`src/rtl/fp_alu_pkg.sv`:
```
// rtl/fp_alu_pkg.sv - opcode constants, FSM states and latency helpers for the FP ALU scheduler
package fp_alu_pkg;

  localparam logic [3:0] OP_MUL = 4'd1;
  localparam logic [3:0] OP_DIV = 4'd2;
  localparam logic [3:0] OP_SUB = 4'd3;
  localparam logic [3:0] OP_OR  = 4'd4;
  localparam logic [3:0] OP_AND = 4'd5;
  localparam logic [3:0] OP_XOR = 4'd6;
  localparam logic [3:0] OP_SHL = 4'd7;
  localparam logic [3:0] OP_SHR = 4'd8;
  localparam logic [3:0] OP_F2I = 4'd9;
  localparam logic [3:0] OP_ADD = 4'd10;
  localparam logic [3:0] OP_NOT = 4'd11;
  localparam logic [3:0] OP_I2F = 4'd12;

  localparam int CNT_W = 8;

  typedef enum logic [1:0] {
    ST_IDLE,
    ST_EXEC,
    ST_RESP
  } sched_state_t;

  function automatic logic [CNT_W-1:0] op_latency(
    input logic [3:0] op,
    input int         mul_lat,
    input int         div_lat,
    input int         add_lat
  );
    case (op)
      OP_MUL:         op_latency = CNT_W'(mul_lat);
      OP_DIV:         op_latency = CNT_W'(div_lat);
      OP_SUB, OP_ADD: op_latency = CNT_W'(add_lat);
      default:        op_latency = CNT_W'(1);
    endcase
  endfunction

  function automatic logic op_legal(input logic [3:0] op);
    return (op != 4'd0) && (op <= OP_I2F);
  endfunction

endpackage

```
`src/rtl/rr_arbiter.sv`:
```
// rtl/rr_arbiter.sv - combinational round-robin arbiter, search starts at ptr and wraps upward
module rr_arbiter #(
  parameter int N  = 4,
  parameter int IW = (N > 1) ? $clog2(N) : 1
) (
  input  logic [N-1:0]  req,
  input  logic [IW-1:0] ptr,
  output logic [N-1:0]  grant,
  output logic [IW-1:0] idx
);

  localparam int SW = IW + 1;

  logic [SW-1:0] sum;
  logic [IW-1:0] k;

  // Walk offsets from farthest to nearest so the nearest requester from ptr is the last write.
  always_comb begin
    grant = '0;
    idx   = '0;
    sum   = '0;
    k     = '0;
    for (int i = N - 1; i >= 0; i--) begin
      sum = {1'b0, ptr} + SW'(i);
      if (sum >= SW'(N)) sum = sum - SW'(N);
      k = sum[IW-1:0];
      if (req[k]) begin
        grant    = '0;
        grant[k] = 1'b1;
        idx      = k;
      end
    end
  end

endmodule

```
`src/rtl/fp_alu_sched.sv`:
```
// rtl/fp_alu_sched.sv - shares one combinational FP ALU among NREQ requesters with per-opcode hold
module fp_alu_sched
  import fp_alu_pkg::*;
#(
  parameter int NREQ    = 4,
  parameter int MUL_LAT = 2,
  parameter int DIV_LAT = 4,
  parameter int ADD_LAT = 2
) (
  input  logic                    clk,
  input  logic                    rst,
  input  logic [NREQ-1:0]         req_valid,
  output logic [NREQ-1:0]         req_ready,
  input  logic [NREQ*32-1:0]      req_a,
  input  logic [NREQ*32-1:0]      req_b,
  input  logic [NREQ*4-1:0]       req_op,
  output logic [31:0]             alu_a,
  output logic [31:0]             alu_b,
  output logic [3:0]              alu_op,
  input  logic [31:0]             alu_result,
  input  logic                    alu_exc,
  input  logic                    alu_ovf,
  input  logic                    alu_unf,
  output logic                    resp_valid,
  input  logic                    resp_ready,
  output logic [31:0]             resp_data,
  output logic [$clog2(NREQ)-1:0] resp_tag,
  output logic                    resp_exc,
  output logic                    resp_ovf,
  output logic                    resp_unf,
  input  logic                    flag_clr,
  output logic                    sticky_exc,
  output logic                    sticky_ovf,
  output logic                    sticky_unf,
  output logic                    busy
);

  localparam int TW = $clog2(NREQ);

  sched_state_t     state;
  logic [TW-1:0]    ptr;
  logic [CNT_W-1:0] cnt;
  logic             op_ok;

  logic [NREQ-1:0]  grant;
  logic [TW-1:0]    gidx;
  logic [31:0]      sel_a;
  logic [31:0]      sel_b;
  logic [3:0]       sel_op;

  rr_arbiter #(
    .N  (NREQ),
    .IW (TW)
  ) u_arb (
    .req   (req_valid),
    .ptr   (ptr),
    .grant (grant),
    .idx   (gidx)
  );

  assign req_ready = (state == ST_IDLE && !rst) ? grant : '0;
  assign busy      = (state != ST_IDLE);

  always_comb begin
    sel_a  = '0;
    sel_b  = '0;
    sel_op = '0;
    for (int i = 0; i < NREQ; i++) begin
      if (gidx == TW'(i)) begin
        sel_a  = req_a[32*i +: 32];
        sel_b  = req_b[32*i +: 32];
        sel_op = req_op[4*i +: 4];
      end
    end
  end

  always_ff @(posedge clk) begin
    if (rst) begin
      state      <= ST_IDLE;
      ptr        <= '0;
      cnt        <= '0;
      op_ok      <= 1'b0;
      alu_a      <= '0;
      alu_b      <= '0;
      alu_op     <= 4'd0;
      resp_valid <= 1'b0;
      resp_data  <= '0;
      resp_tag   <= '0;
      resp_exc   <= 1'b0;
      resp_ovf   <= 1'b0;
      resp_unf   <= 1'b0;
      sticky_exc <= 1'b0;
      sticky_ovf <= 1'b0;
      sticky_unf <= 1'b0;
    end else begin
      // A clear in the same cycle as a response handshake discards that response's flags.
      if (flag_clr) begin
        sticky_exc <= 1'b0;
        sticky_ovf <= 1'b0;
        sticky_unf <= 1'b0;
      end else if (resp_valid && resp_ready) begin
        sticky_exc <= sticky_exc | resp_exc;
        sticky_ovf <= sticky_ovf | resp_ovf;
        sticky_unf <= sticky_unf | resp_unf;
      end

      case (state)
        ST_IDLE: begin
          if (|grant) begin
            alu_a    <= sel_a;
            alu_b    <= sel_b;
            alu_op   <= sel_op;
            op_ok    <= op_legal(sel_op);
            resp_tag <= gidx;
            ptr      <= (gidx == TW'(NREQ - 1)) ? '0 : gidx + TW'(1);
            cnt      <= op_latency(sel_op, MUL_LAT, DIV_LAT, ADD_LAT);
            state    <= ST_EXEC;
          end
        end
        ST_EXEC: begin
          cnt <= cnt - CNT_W'(1);
          if (cnt == CNT_W'(1)) begin
            // Illegal opcodes never trust the ALU: zero data and a forced exception.
            resp_data  <= op_ok ? alu_result : 32'd0;
            resp_exc   <= op_ok ? alu_exc : 1'b1;
            resp_ovf   <= op_ok & alu_ovf;
            resp_unf   <= op_ok & alu_unf;
            resp_valid <= 1'b1;
            state      <= ST_RESP;
          end
        end
        ST_RESP: begin
          if (resp_ready) begin
            resp_valid <= 1'b0;
            state      <= ST_IDLE;
          end
        end
        default: state <= ST_IDLE;
      endcase
    end
  end

endmodule

```
`config.mk`:
```
export PLATFORM = sky130hd
export DESIGN_NAME = fp_alu_sched
export DESIGN_NICKNAME = d
export VERILOG_FILES = /design/src/rtl/fp_alu_pkg.sv /design/src/rtl/rr_arbiter.sv /design/src/rtl/fp_alu_sched.sv
export SDC_FILE = /design/constraint.sdc
export NUM_CORES = 1
export LEC_CHECK = 0
export BUFFER_PORTS_ARGS = -buffer_cell sky130_fd_sc_hd__buf_2
export CORE_AREA = 2 2 165 167
export CTS_CLUSTER_DIAMETER = 150
export DETAILED_ROUTE_END_ITERATION = 8
export DIE_AREA = 0 0 167 169
export SETUP_SLACK_MARGIN = 0.15
export SYNTH_ARGS = -nofsm -noshare
export SYNTH_HDL_FRONTEND = slang
export SYNTH_SLANG_ARGS = --single-unit
```
`constraint.sdc`:
```
create_clock -name clk -period 7.1 [get_ports clk]
set_input_delay 0.71 -clock clk [delete_from_list [all_inputs] [get_ports clk]]
set_output_delay 0.71 -clock clk [all_outputs]
set_load 0.02 [all_outputs]
```
### Yosys cells after proc, flatten, opt, wreduce, memory -nomap -nowiden

Cells that the tools add are included.

* output and inout port bits: 114
* memories kept: 0
* flip-flop bits (word level): 122
* latch bits: 0
* word-level logic and storage cells: 132
* memory bits (writable): 0
* ROM bits: 0

* shift operators: 0
* divide/modulo/power cells: 0
* magnitude comparators: 13
* muxes and demuxes: 54
* reduce and logical (&&, ||, !) cells: 22
* add/subtract/negate cells: 9
* bitwise gates (word level): 5
* eq/ne operators: 13
* multiply operators: 0

Operators with widths (count)
* $mux W32: 9
* $mux W4: 9
* $mux W2: 12
* $pmux W8 S2: 1
* $lt A2 B3 Y1 const B: 4
* $mux W1: 11
* $ge A3 B3 Y1 const B: 3
* $bmux W1 S2: 4
* $demux W1 S2: 4
* $eq A4 B2 Y1 const B: 2
* $eq A8 B1 Y1 const B: 1
* $ge A2 B1 Y1 const B: 4
* $mux W8: 1
* $sub A2 B1 Y2 const B: 4
* $sub A8 B1 Y8 const B: 1
* $logic_and A1 B1 Y1: 7
* $add A2 B2 Y3 const B: 2
* $eq A2 B2 Y1 const B: 3
* $pmux W2 S3: 1
* $pmux W3 S2: 1
* $reduce_and A2 Y1: 3
* $reduce_and A3 Y1: 2
* $reduce_bool A2 Y1: 3
* $eq A2 B1 Y1 const B: 2
* other kinds (17): 22

### Depth between registers and ports, before layout

Gate-level depths: netlist of run 1.

* depth in word-level cells: 19
* depth in mapped cells: 19
* mapped depth without buffers: 16

### By module

Synthesis of run 1 repeated with hierarchy kept, for this count alone.

* cell total of the unflattened synthesis: 962
* area total of the unflattened synthesis: 7368.3 µm²

Modules (own cells, without submodules)
* fp_alu_sched: area an instance 6876.6 µm², cells an instance 896, instances 1
* rr_arbiter: area an instance 491.7 µm², cells an instance 66, instances 1

### Worst setup path after synthesis of run 1

Ideal clock, no wire load.

* path type: register to register
* from: reg ptr[1]
* to: reg cnt[1]
* cell stages (with the launch flop): 20
* library setup time: 0.132 ns
* arrival: 4.027 ns
* path buffers: 3
* setup slack: 2.941 ns
* required time: 6.968 ns
* path through: dfxtp_1 buf_2 inv_1 ha_1 buf_2 mux2_2 mux2_2 a2bb2oi_1 o32ai_1 o21ai_0 inv_1 ha_1 clkbuf_1 nand3b_1 a311oi_1 a21oi_1 nor2b_1 or2_2 a31oi_1 a21oi_1

* longest elaborated chain between the ends: 19

RTL lines
* start: declaration: RTL line fp_alu_sched.sv:41 `logic [TW-1:0] ptr;`
* start signal: assignment: RTL line fp_alu_sched.sv:115 `ptr <= (gidx == TW'(NREQ - 1)) ? '0 : gidx + TW'(1);`
* $add A2 B2 Y3: RTL line rr_arbiter.sv:24 `sum = {1'b0, ptr} + SW'(i);`
* $ge A3 B3 Y1 or $sub A2 B1 Y2 (tied branches): RTL line rr_arbiter.sv:25 `if (sum >= SW'(N)) sum = sum - SW'(N);`
* $mux W2: RTL line rr_arbiter.sv:25
* $bmux W1 S2: RTL line rr_arbiter.sv:27 `if (req[k]) begin`
* $mux W1 (implied by the code): RTL line rr_arbiter.sv:27
* $mux W2 (3 in series): RTL line rr_arbiter.sv:27
* $mux W2 *: RTL line rr_arbiter.sv:27
* via gidx[0]: RTL line fp_alu_sched.sv:46 `logic [TW-1:0] gidx;`
* $logic_not A2 Y1: RTL line fp_alu_sched.sv:69 `if (gidx == TW'(i)) begin`
* $mux W4 (3 in series): RTL line fp_alu_sched.sv:69
* $mux W4 *: RTL line fp_alu_sched.sv:69
* $eq A4 B2 Y1 (tied with other cells): RTL line fp_alu_pkg.sv:31 `case (op)`
* $reduce_or A3 Y1 (no source line)
* $pmux W3 S2 *: RTL line fp_alu_pkg.sv:31
* $mux W8 *: RTL line fp_alu_sched.sv:109 `if (|grant) begin`
* $pmux W8 S2 *: RTL line fp_alu_sched.sv:107 `case (state)`
* end signal: assignment: RTL line fp_alu_sched.sv:116 `cnt <= op_latency(sel_op, MUL_LAT, DIV_LAT, ADD_LAT);`
* end signal: assignment: RTL line fp_alu_sched.sv:121 `cnt <= cnt - CNT_W'(1);`
* end: declaration: RTL line fp_alu_sched.sv:42 `logic [CNT_W-1:0] cnt;`

The timed path passes the listed nets; every way through them passes the cells marked *. The select of a mux whose other input is x is not followed.
A chain may end at the register's enable or synchronous reset.

### Worst setup path in the final report of run 1

* from: reg ptr[0]
* to: reg cnt[0]

* longest elaborated chain between the ends: 19

RTL lines (RTL line)
* $add A2 B2 Y3: rr_arbiter.sv:24
* $ge A3 B3 Y1 or $sub A2 B1 Y2 (tied branches): rr_arbiter.sv:25
* $mux W2: rr_arbiter.sv:25
* $bmux W1 S2: rr_arbiter.sv:27
* $mux W1 (implied by the code): rr_arbiter.sv:27
* $mux W2 (4 in series): rr_arbiter.sv:27
* $logic_not A2 Y1: fp_alu_sched.sv:69
* $mux W4 (4 in series): fp_alu_sched.sv:69
* $eq A4 B2 Y1 (tied with other cells): fp_alu_pkg.sv:31
* $reduce_or A3 Y1 (no source line)
* $pmux W3 S2: fp_alu_pkg.sv:31
* $mux W8: fp_alu_sched.sv:109
* $pmux W8 S2: fp_alu_sched.sv:107

Several ways; a longest one is shown, not always the timed one. The select of a mux whose other input is x is not followed.

==> flow_summary.toml, run 1 <==
[floorplan]
die_y_um = 169
start_util = 0.292
coreArea_mm2 = 0.0265
dieArea_mm2 = 0.0282
num_rows = 60
die-width_um = 167
ios = 429

[placed_design]
dp.cells = 1717
dp_hpwl_um = 20900
port_buffers = 428
gp_congestion = 0.925

[cells_and_area]
fin_nets = 1721
regArea_mm2 = 0.00244
num-fill-cells = 2761
fin_cells = 1749
multi_input_area_mm2 = 0.00486
antenna_cells = 0
layout-drive-gt1-share = 0.392
post-route-util = 0.401
area.growth.synth_to_final_pct = 37.5

[yosys]
muxShareOfSynthArea = 0.0931
synth_simple_gate_area_frac = 0.222
netlist_area_mm2 = 0.00773
synth_cell_type_count = 50
ys_seq_elements = 122
synth_top_family_by_area = "compound AO/OA/AOI/OAI gates"
synth_xor_area_frac = 0
ys_seq_area_frac = 0.316
synthArstFlopShare = 0
synth_edf_count = 0
synthCells = 1031
synthFlopType = "dfxtp_1"
synth.net_count = 1357
synth_compound_area_frac = 0.290
yosys_warnings = 0
synthAdderAreaFrac = 0.0178
synth.avg_cell_area_um2 = 7.50

[worst_setup_path]
end_kind = "register"
crit_path_start_kind = "register"
critPathArrivalTime_ns = 5.99
crit_fanout = 36
critical_path.max_stage_delay_ns = 0.84
critPathKind = "reg2reg"
crit_path_top_delay_cell = "ha_2"
path_cells = "inv_1, ha_1, mux2_2, mux2_2, a2bb2oi_1, o32ai_1, o21ai_0, ha_2, buf_4, nand3b_1, a311oi_1, a21oi_1, o21ai_0, a211oi_1, a211oi_1"
cp.required_ns = 7.42

[global_route]
grt_pass1_vias = 8236
grt_first_pass_wirelength_um = 43700
antenna_found_initial = 2
grt_usage = 0.192
grt_max_degree = 93
overflow = 0

[sta]
tns_ns = 0
fin_crit_sh = 0.799
slew-limit-headroom = 0.237
final-hold-violation-count = 0
max_freq_mhz = 176
worstMarginPinSlew_ns = 1.14
min_period_ns = 5.67
setup_viol = 0
finClkSkew_ns = 0.0123
rsz0062_at_grt = "false"
slew_violations = 0
whs_ns = 0.450

[cts]
clock_path_buffers = 2
clock-sinks = 122
root_buffer = "clkbuf_16"
post_cts_resized = 0
numCtsBuffers = 17
cts_setup_buffers = 0
cts_hold_buf = 0
cts_tree = "built"
path_clk_slew_ns = 0.06
cts_max_level = 4
clk_latency_ns = 0.42

[min_path]
hp-class = "reg2reg"

[pwr]
vdd_drop_max_mv = 0.290
leakagePower_nw = 4.68
p_per_area_mw_per_mm2 = 459
power_mw = 4.88

[routing]
wl_um = 28100
drc = 0
avgViaCountPerCell = 4.93
dr.first_iter.drc_count = 427
ant_nets = 0
dr.pass1.iters = 5
routedWlPerCell_um = 16.1
dr_total_vias = 8617

[status]
status = "finished clean"

[flow_run]
drv_cap = 0
==> critical path: cells and delay by family (launching register included) <==
kind                       cells  cell delay (ns)
DFF                            1             0.81
AOI/OAI and AO/OA              8             1.81
buffers and inverters          2             0.69
and+or+nand+nor                1             0.13
adders and majority gates      2             1.36
muxes                          2             0.76
==> metrics by stage <==
| stage | instance area (um^2) | worst slack, ns |
|---|---|---|
| after floorplan | 7730 | 2.94 |
| after global placement | 10000 | 1.57 |
| after detailed placement | 10000 | 1.54 |
| after CTS | 10600 | 1.43 |
| after global routing | 10600 | 0.831 |
| final | 10600 | 1.43 |
==> path summary, 6_finish.rpt <==
kind                                 to                        from  slack (ns)  cells past startpoint
min reg2reg  resp_data[28]$_SDFFE_PP0P_  resp_data[28]$_SDFFE_PP0P_        0.45                      2
max reg2reg         cnt[0]$_SDFFE_PP0P_         ptr[0]$_SDFFE_PP0P_        1.43                     15
min          resp_data[28]$_SDFFE_PP0P_  resp_data[28]$_SDFFE_PP0P_        0.45                      2
max                 cnt[0]$_SDFFE_PP0P_         ptr[0]$_SDFFE_PP0P_        1.43                     15
==> sequential cells by signal (all words and copies together) (netlist names) <==
name        count
ptr             2
resp_data      32
sticky_exc      1
resp_ovf        1
alu_a          32
sticky_ovf      1
resp_unf        1
op_ok           1
alu_op          4
state           2
alu_b          32
cnt             8
resp_valid      1
sticky_unf      1
resp_exc        1
resp_tag        2
==> cells in the final DEF (no fill, tap or decap), types with 5 or more instances in the layout <==
| cell | n |
|---|---|
| buf_2 | 427 |
| nand2_1 | 176 |
| nor2_1 | 144 |
| dfxtp_1 | 122 |
| a21oi_1 | 116 |
| o21ai_0 | 76 |
| a211oi_2 | 69 |
| mux2i_1 | 64 |
| nand3_1 | 37 |
| clkbuf_16 | 17 |
| inv_1 | 15 |
| nor2b_1 | 10 |
| buf_4 | 10 |
| nand2b_1 | 8 |
| and2_1 | 8 |
| nor3_1 | 7 |
| a31oi_1 | 7 |
| ha_1 | 7 |
| a22oi_1 | 6 |
| mux2_2 | 5 |
==> kinds of logic (layout without fill, tap and decap cells) <==
group | after synthesis | after routing
simple gates | 409 | 409
compound gates | 311 | 311
flops | 122 | 122
buf+inv | 108 | 485
mux | 70 | 70
fa+ha+maj | 11 | 11
==> layout make-up <==
cell class / count / share of cell area
Tap cell: 341 / 0.0401
Clock inverter: 11 / 0.0160
Sequential cell: 122 / 0.230
Multi-Input combinational cell: 801 / 0.457
Timing Repair Buffer: 438 / 0.209
Inverter: 15 / 0.00530
Clock buffer: 21 / 0.0424
==> layer usage <==
| layer | part of all wire | track usage | wire (um) |
|---|---|---|---|
| met1 | 0.42 | 0.230 | 11700 |
| met2 | 0.49 | 0.342 | 13900 |
| met3 | 0.074 | 0.0470 | 2080 |
| met4 | 0.014 | 0.0502 | 390 |
| met5 | 0 | 0 | 0 |
==> synthesized netlist by cell type (3+ instances only) <==
master | number | area (um^2)
nand3b_1 | 3 | 22.5
mux2i_1 | 64 | 641
a211oi_2 | 69 | 863
inv_1 | 15 | 56.3
a22o_1 | 4 | 35.0
and2_1 | 8 | 50.1
buf_1 | 6 | 22.5
mux2_2 | 5 | 56.3
nor3b_1 | 4 | 30.0
a311oi_1 | 4 | 35.0
nor2b_1 | 11 | 68.8
buf_2 | 11 | 55.1
clkbuf_1 | 69 | 259
a211oi_1 | 3 | 22.5
a221oi_1 | 4 | 35.0
buf_6 | 7 | 78.8
o21ai_0 | 76 | 380
a22oi_1 | 6 | 45.0
ha_1 | 11 | 138
nor2_1 | 144 | 541
nand2_1 | 176 | 661
a21oi_1 | 116 | 581
nand4_1 | 3 | 18.8
nand2b_1 | 8 | 50.1
a31oi_1 | 7 | 43.8
nand3_1 | 37 | 185
nor3_1 | 7 | 35.0
dfxtp_1 | 122 | 2440
o211ai_1 | 4 | 30.0
==> power by group <==
group	internal, mW	total (mW)	switching [mW]
Clock	0.597	0.931	0.334
Sequential	0.875	0.991	0.116
Combinational	1.05	2.95	1.90
Total	2.52	4.88	2.35
No activity file was read; power rests on OpenSTA's default activity.
==> inputs of run 2 (changes only) <==
- ABC_AREA: not set -> 1
- clock period: 7.1 -> 4.8 ns (I/O delays scaled with it)
==> run 2 against run 1 <==
Against the previous run:
- sequential share of layout area rose by 1.1 points
- highest routed layer unchanged
- critical path depth rose by 6
- via count rose by 7.2%
- combinational power rose by 110%
- design area fell by 4.4%
- first-iteration DRC count rose by 8.2%
- synthesized cell count rose by 18%
==> flow_summary.toml, run 2 <==
[worst_setup_path]
end_kind = "register"
critPathArrivalTime_ns = 4.19
crit_path_start_kind = "register"
critical_path.max_stage_delay_ns = 0.60
crit_path_top_delay_cell = "inv_2"
critPathKind = "reg2reg"
path_cells = "inv_2, ha_1, inv_1, nand3_1, nand2_1, a21oi_1, o21ai_0, nand2_1, ha_2, inv_2, nand3_1, nand3_1, o211ai_1, nand2_1, nand2_1, nor2_1, nor2_1, nand2_1, o21ai_0, nand2_1, a21oi_1"
cp.required_ns = 5.07
crit_top_cell = "nand2_1"
crit_fanout = 39

[cts]
clock_path_buffers = 2
path_clk_slew_ns = 0.06
cts_setup_buffers = 0
clock-sinks = 122
post_cts_resized = 0
clk_latency_ns = 0.42
cts_hold_buf = 0
numCtsBuffers = 17
cts_max_level = 4
root_buffer = "clkbuf_16"
cts_tree = "built"

[sta]
setup_viol = 0
min_period_ns = 3.92
tns_ns = 0
slew_violations = 0
fin_crit_sh = 0.817
final-hold-violation-count = 0
worst_slack_ns = 0.881
finClkSkew_ns = 0.0182
rsz0062_at_grt = "false"
worstMarginPinSlew_ns = 1.02
slew-limit-headroom = 0.318
max_freq_mhz = 255

[yosys]
yosysMostFrequentCell = "nand2_1"
yosys_warnings = 0
synthAdderAreaFrac = 0.0189
synth_compound_area_frac = 0.190
synthCells = 1214
synthFlopType = "dfxtp_1"
muxShareOfSynthArea = 0
yosys-top-cells-count = "nand2_1, nor2_1, o21ai_0, a21oi_1, dfxtp_1"
netlist_area_mm2 = 0.00730
ys_seq_elements = 122
yosysTopAreaCell = "dfxtp_1"
synth.avg_cell_area_um2 = 6.01
synthArstFlopShare = 0
yosys.area.top_type_share = 0.335
synth_edf_count = 0
synth_top_family_by_area = "simple AND/OR/NAND/NOR gates"
synth_simple_gate_area_frac = 0.375
synth_xor_area_frac = 0
synth_area_leaders = "dfxtp_1, nand2_1, nor2_1"
synth_cell_type_count = 27
synth.net_count = 1540
ys_seq_area_frac = 0.335

[pwr]
p_per_area_mw_per_mm2 = 868
clockPowerShare = 0.137
leakagePower_nw = 5.47
vdd_drop_max_mv = 0.601
pwr-share-seq = 0.174
internal-power_mw = 4.02
switching_share = 0.544
power.share.combinational = 0.689
p_switching_mw = 4.79

[cells_and_area]
fin_nets = 1914
final_common_cell = "buf_2"
mostFrequentLayoutCells = "buf_2, nand2_1, nor2_1"
post-route-util = 0.383
reg.largest.list = "alu_a x32, alu_b x32, resp_data x32"
num-fill-cells = 2958
area.growth.synth_to_final_pct = 39.2
layout-drive-gt1-share = 0.310

[floorplan]
die_y_um = 169
coreArea_mm2 = 0.0265
die-width_um = 167
ios = 429
dieArea_mm2 = 0.0282
start_util = 0.275
num_rows = 60

[routing]
dr_total_vias = 9235
drc = 0
dr.first_iter.drc_count = 462
dr.pass1.iters = 5
wl_um = 30100
routedWlPerCell_um = 15.5
ant_nets = 0
avgViaCountPerCell = 4.75

[placed_design]
dp_slack_ns = 0.908
port_buffers = 428
gp_congestion = 0.950
dp_hpwl_um = 22500

[global_route]
grt_pass1_vias = 8734
grt_first_pass_wirelength_um = 46300
overflow = 0
grt_usage = 0.205
antenna_found_initial = 1
grt_max_degree = 89

[status]
status = "finished clean"

[min_path]
hp-class = "in2reg"

[flow_run]
drv_cap = 0
## run 2: cell type report
cell class / instances / area [um^2] / share of cell area
repair buffers: 444 / 2300 / 0.226
inverters: 45 / 170 / 0.0168
flip-flops and latches: 122 / 2440 / 0.240
multi-input cells: 958 / 4270 / 0.421
clock inverters: 14 / 113 / 0.0111
well taps: 341 / 427 / 0.0420
diodes: 1 / 2.50 / 0.000246
clock buffers: 18 / 429 / 0.0423
## run 2: cell families after synthesis
group	Yosys count
fa+ha+maj	11
buf+inv	134
compound gates	274
flops	122
simple gates	673
## run 2: metal layers
layer / GRT usage / share of wire
met1: 0.245 / 0.42
met2: 0.355 / 0.48
met3: 0.0510 / 0.069
met4: 0.0787 / 0.029
met5: 0 / 0
## run 2: power by group through the flow
stage / clock network (mW) / registers, mW / logic (mW)
CTS: 1.24 / 1.54 / 6.13
finish: 1.20 / 1.54 / 6.07
floorplan: 0 / 1.87 / 4.19
global route: 1.29 / 1.58 / 6.97
detailed placement: 0 / 1.56 / 6.11
global placement: 0 / 1.55 / 6.06
## run 2: critical path, delay by kind of cell (launching register included)
| family | cells | cell delay (ns) |
|---|---|---|
| AO/OA/AOI/OAI | 5 | 0.50 |
| adder cells (fa/ha/maj) | 2 | 0.58 |
| buffers and inverters | 3 | 0.83 |
| flip-flops | 1 | 0.53 |
| AND/OR/NAND/NOR | 11 | 1.34 |
## run 2: path summary, 6_finish.rpt
path	start	endpoint	slack [ns]	cells after the start
worst max-delay path	ptr[0]$_SDFFE_PP0P_	cnt[0]$_SDFFE_PP0P_	0.88	21
worst min-delay path	alu_exc	resp_exc$_SDFFE_PP0P_	0.32	3
worst max register to register	ptr[0]$_SDFFE_PP0P_	cnt[0]$_SDFFE_PP0P_	0.88	21
worst min register to register	sticky_ovf$_SDFFE_PP0P_	sticky_ovf$_SDFFE_PP0P_	0.46	2
## run 2: per-stage QoR
stage / instance area (um^2) / power [mW] / hold slack (ns) / cells
finish: 10200 / 8.81 / 0.316 / 1943
global route: 10200 / 9.85 / 0.313 / 1943
CTS: 10200 / 8.91 / 0.306 / 1942
detailed placement: 9610 / 7.66 / 0.447 / 1910
global placement: 9610 / 7.61 / 0.436 / 1910
floorplan: 7300 / 6.07 / 0.462 / 1214
==> inputs of run 3 (changes only) <==
- ABC_AREA: 1 -> 0
- CORE_AREA: 2 2 165 167 -> 2 2 167 169
- DIE_AREA: 0 0 167 169 -> 0 0 169 171
- clock period: 4.8 -> 3.2 ns (I/O delays scaled with it)
==> run 3 against run 2 <==
Against the previous run:
- the flow now finishes with violations (negative setup slack)
- design area grew 27%
- clock skew shrank 0.0092 ns
- total power grew 67%
- via count grew 0.99%
- cell count shrank 4.4%
- register-to-register slack lost 0.99 ns
- sequential power grew 45%
- fmax grew 18%
- worst setup slack lost 0.99 ns
- sequential cell count is the same
- highest routed layer unchanged
==> flow_summary.toml, run 3 (synthesis gave the netlist of run 1 again) <==
[placed_design]
placed_cell_area_mm2 = 0.0106
gp_congestion = 0.840
port_buffers = 428
dp.cells = 1768
dp_hpwl_um = 22100

[global_route]
grt_pass1_vias = 8785
antenna_found_initial = 5
grt_max_degree = 65
grt_usage = 0.203
overflow = 0
grt_first_pass_wirelength_um = 46400

[sta]
worst_slack_ns = -0.112
slew-limit-headroom = 0.132
max_freq_mhz = 302
tns_ns = -0.658
finClkSkew_ns = 0.00899
slew_violations = 0
worstMarginPinSlew_ns = 1.30
min_period_ns = 3.31
rsz0062_at_grt = "true"
final-hold-violation-count = 0
setup_viol = 20
fin_crit_sh = 1.04

[worst_setup_path]
path_cells = "inv_6, ha_4, mux2_4, mux2_4, a2bb2oi_2, o32ai_2, o21ai_2, buf_6, buf_6, ha_4, buf_6, a21oi_2, a22oi_2, buf_4, nor2b_4, or2_4, a31oi_1, a21oi_1"
critPathKind = "reg2reg"
critPathArrivalTime_ns = 3.58
crit_fanout = 7
end_kind = "register"
critical_path.max_stage_delay_ns = 0.37
crit_path_start_kind = "register"
crit_path_top_delay_cell = "dfxtp_4"
r2r_cells = 18
crit_top_cell = "buf_6"
cp.required_ns = 3.47

[cts]
clock_path_buffers = 2
root_buffer = "clkbuf_16"
numCtsBuffers = 17
clk_latency_ns = 0.41
cts_hold_buf = 0
clock-sinks = 122
path_clk_slew_ns = 0.06
cts_tree = "built"
cts_max_level = 4

[cells_and_area]
area.growth.synth_to_final_pct = 67.1
final_common_cell = "buf_2"
reg.largest.list = "alu_a x32, alu_b x32, resp_data x32"
layout-drive-gt1-share = 0.532
fin_nets = 1820
post-route-util = 0.473
fin_cells = 1858
fin_area_mm2 = 0.0129
mostFrequentLayoutCells = "buf_2, nand2_1, dfxtp_1"
num-fill-cells = 2649

[pwr]
p_per_area_mw_per_mm2 = 1140
leakagePower_nw = 5.68
power_mw = 14.7
vdd_drop_max_mv = 0.550

[routing]
wl_um = 32900
avgViaCountPerCell = 5.02
drc = 0
dr_total_vias = 9326
ant_nets = 0
dr.first_iter.drc_count = 481
dr.pass1.iters = 5
routedWlPerCell_um = 17.7

[floorplan]
dieArea_mm2 = 0.0289
ios = 429
start_util = 0.283
coreArea_mm2 = 0.0273
num_rows = 61
die_y_um = 171
die-width_um = 169

[min_path]
hp-class = "in2reg"
hold_path_depth = 2

[flow_run]
drv_cap = 0

[status]
violations = "negative setup slack"
status = "finished with violations"
[run 3: cell types whose count changed in the layout (fill, tap and decap cells not counted), sizes merged, moves of 35 or more]
cell	delta
nand3	-65
o21ai	-67
mux2i	+64
a211oi	+72
inv	-35
nor2	-53
nand2	-157
buf	+85
[run 3: where the power goes]
part | switching (mW) | total [mW] | internal (mW) | leakage, nW
Clock | 0.759 | 2.10 | 1.34 | 0.295
Sequential | 0.285 | 2.23 | 1.94 | 1.00
Combinational | 5.60 | 10.4 | 4.77 | 4.38
[run 3: path summary, 6_finish.rpt]
check                                  from                         to  slack, ns
hold reg to reg   resp_data[2]$_SDFFE_PP0P_  resp_data[2]$_SDFFE_PP0P_       0.45
setup / recovery        ptr[1]$_SDFFE_PP0P_        cnt[1]$_SDFFE_PP0P_      -0.11
hold / removal                     flag_clr    sticky_exc$_SDFFE_PP0P_       0.09
setup reg to reg        ptr[1]$_SDFFE_PP0P_        cnt[1]$_SDFFE_PP0P_      -0.11
[run 3: stage by stage]
| stage | setup slack (ns) | hold slack, ns |
|---|---|---|
| CTS | -0.0683 | 0.0731 |
| finish | -0.112 | 0.0935 |
| detailed placement | -0.139 | 0.443 |
| global placement | -0.0843 | 0.435 |
| floorplan | -0.377 | 0.397 |
| global route | -0.267 | 0.0924 |
[run 3: timing repair]
item,4_1_cts,5_1_grt
setup buffers,20,17
cloned,8,8
endpoints found under the setup margin,67,78
pin swaps,32,191
gates resized for setup,77,252
[run 3: per-layer routing]
layer  global-route usage  wire length (um)  vias up
li1                     -                 -     4556
met1                0.233             13500     4371
met2                0.365             16400      363
met3               0.0611              2370       36
met4               0.0609               637        0
met5                    0                 0        -
[run 3: critical path, delay by kind of cell, from the launching register on]
kind / cells / cell delay (ns)
AO/OA/AOI/OAI: 7 / 0.88
adder cells (fa/ha/maj): 2 / 0.45
buffers and inverters: 5 / 0.58
flip-flops: 1 / 0.37
multiplexers: 2 / 0.60
AND/OR/NAND/NOR: 2 / 0.26
[run 3: area by class of cell]
class / count / area (um^2) / share of cell area
inverters: 15 / 61.3 / 0.00475
multi-input cells: 801 / 5670 / 0.439
well taps: 346 / 433 / 0.0335
clock inverters: 11 / 169 / 0.0131
diodes: 5 / 12.5 / 0.000969
flip-flops and latches: 122 / 2450 / 0.189
clock buffers: 21 / 460 / 0.0356
repair buffers: 537 / 3660 / 0.283
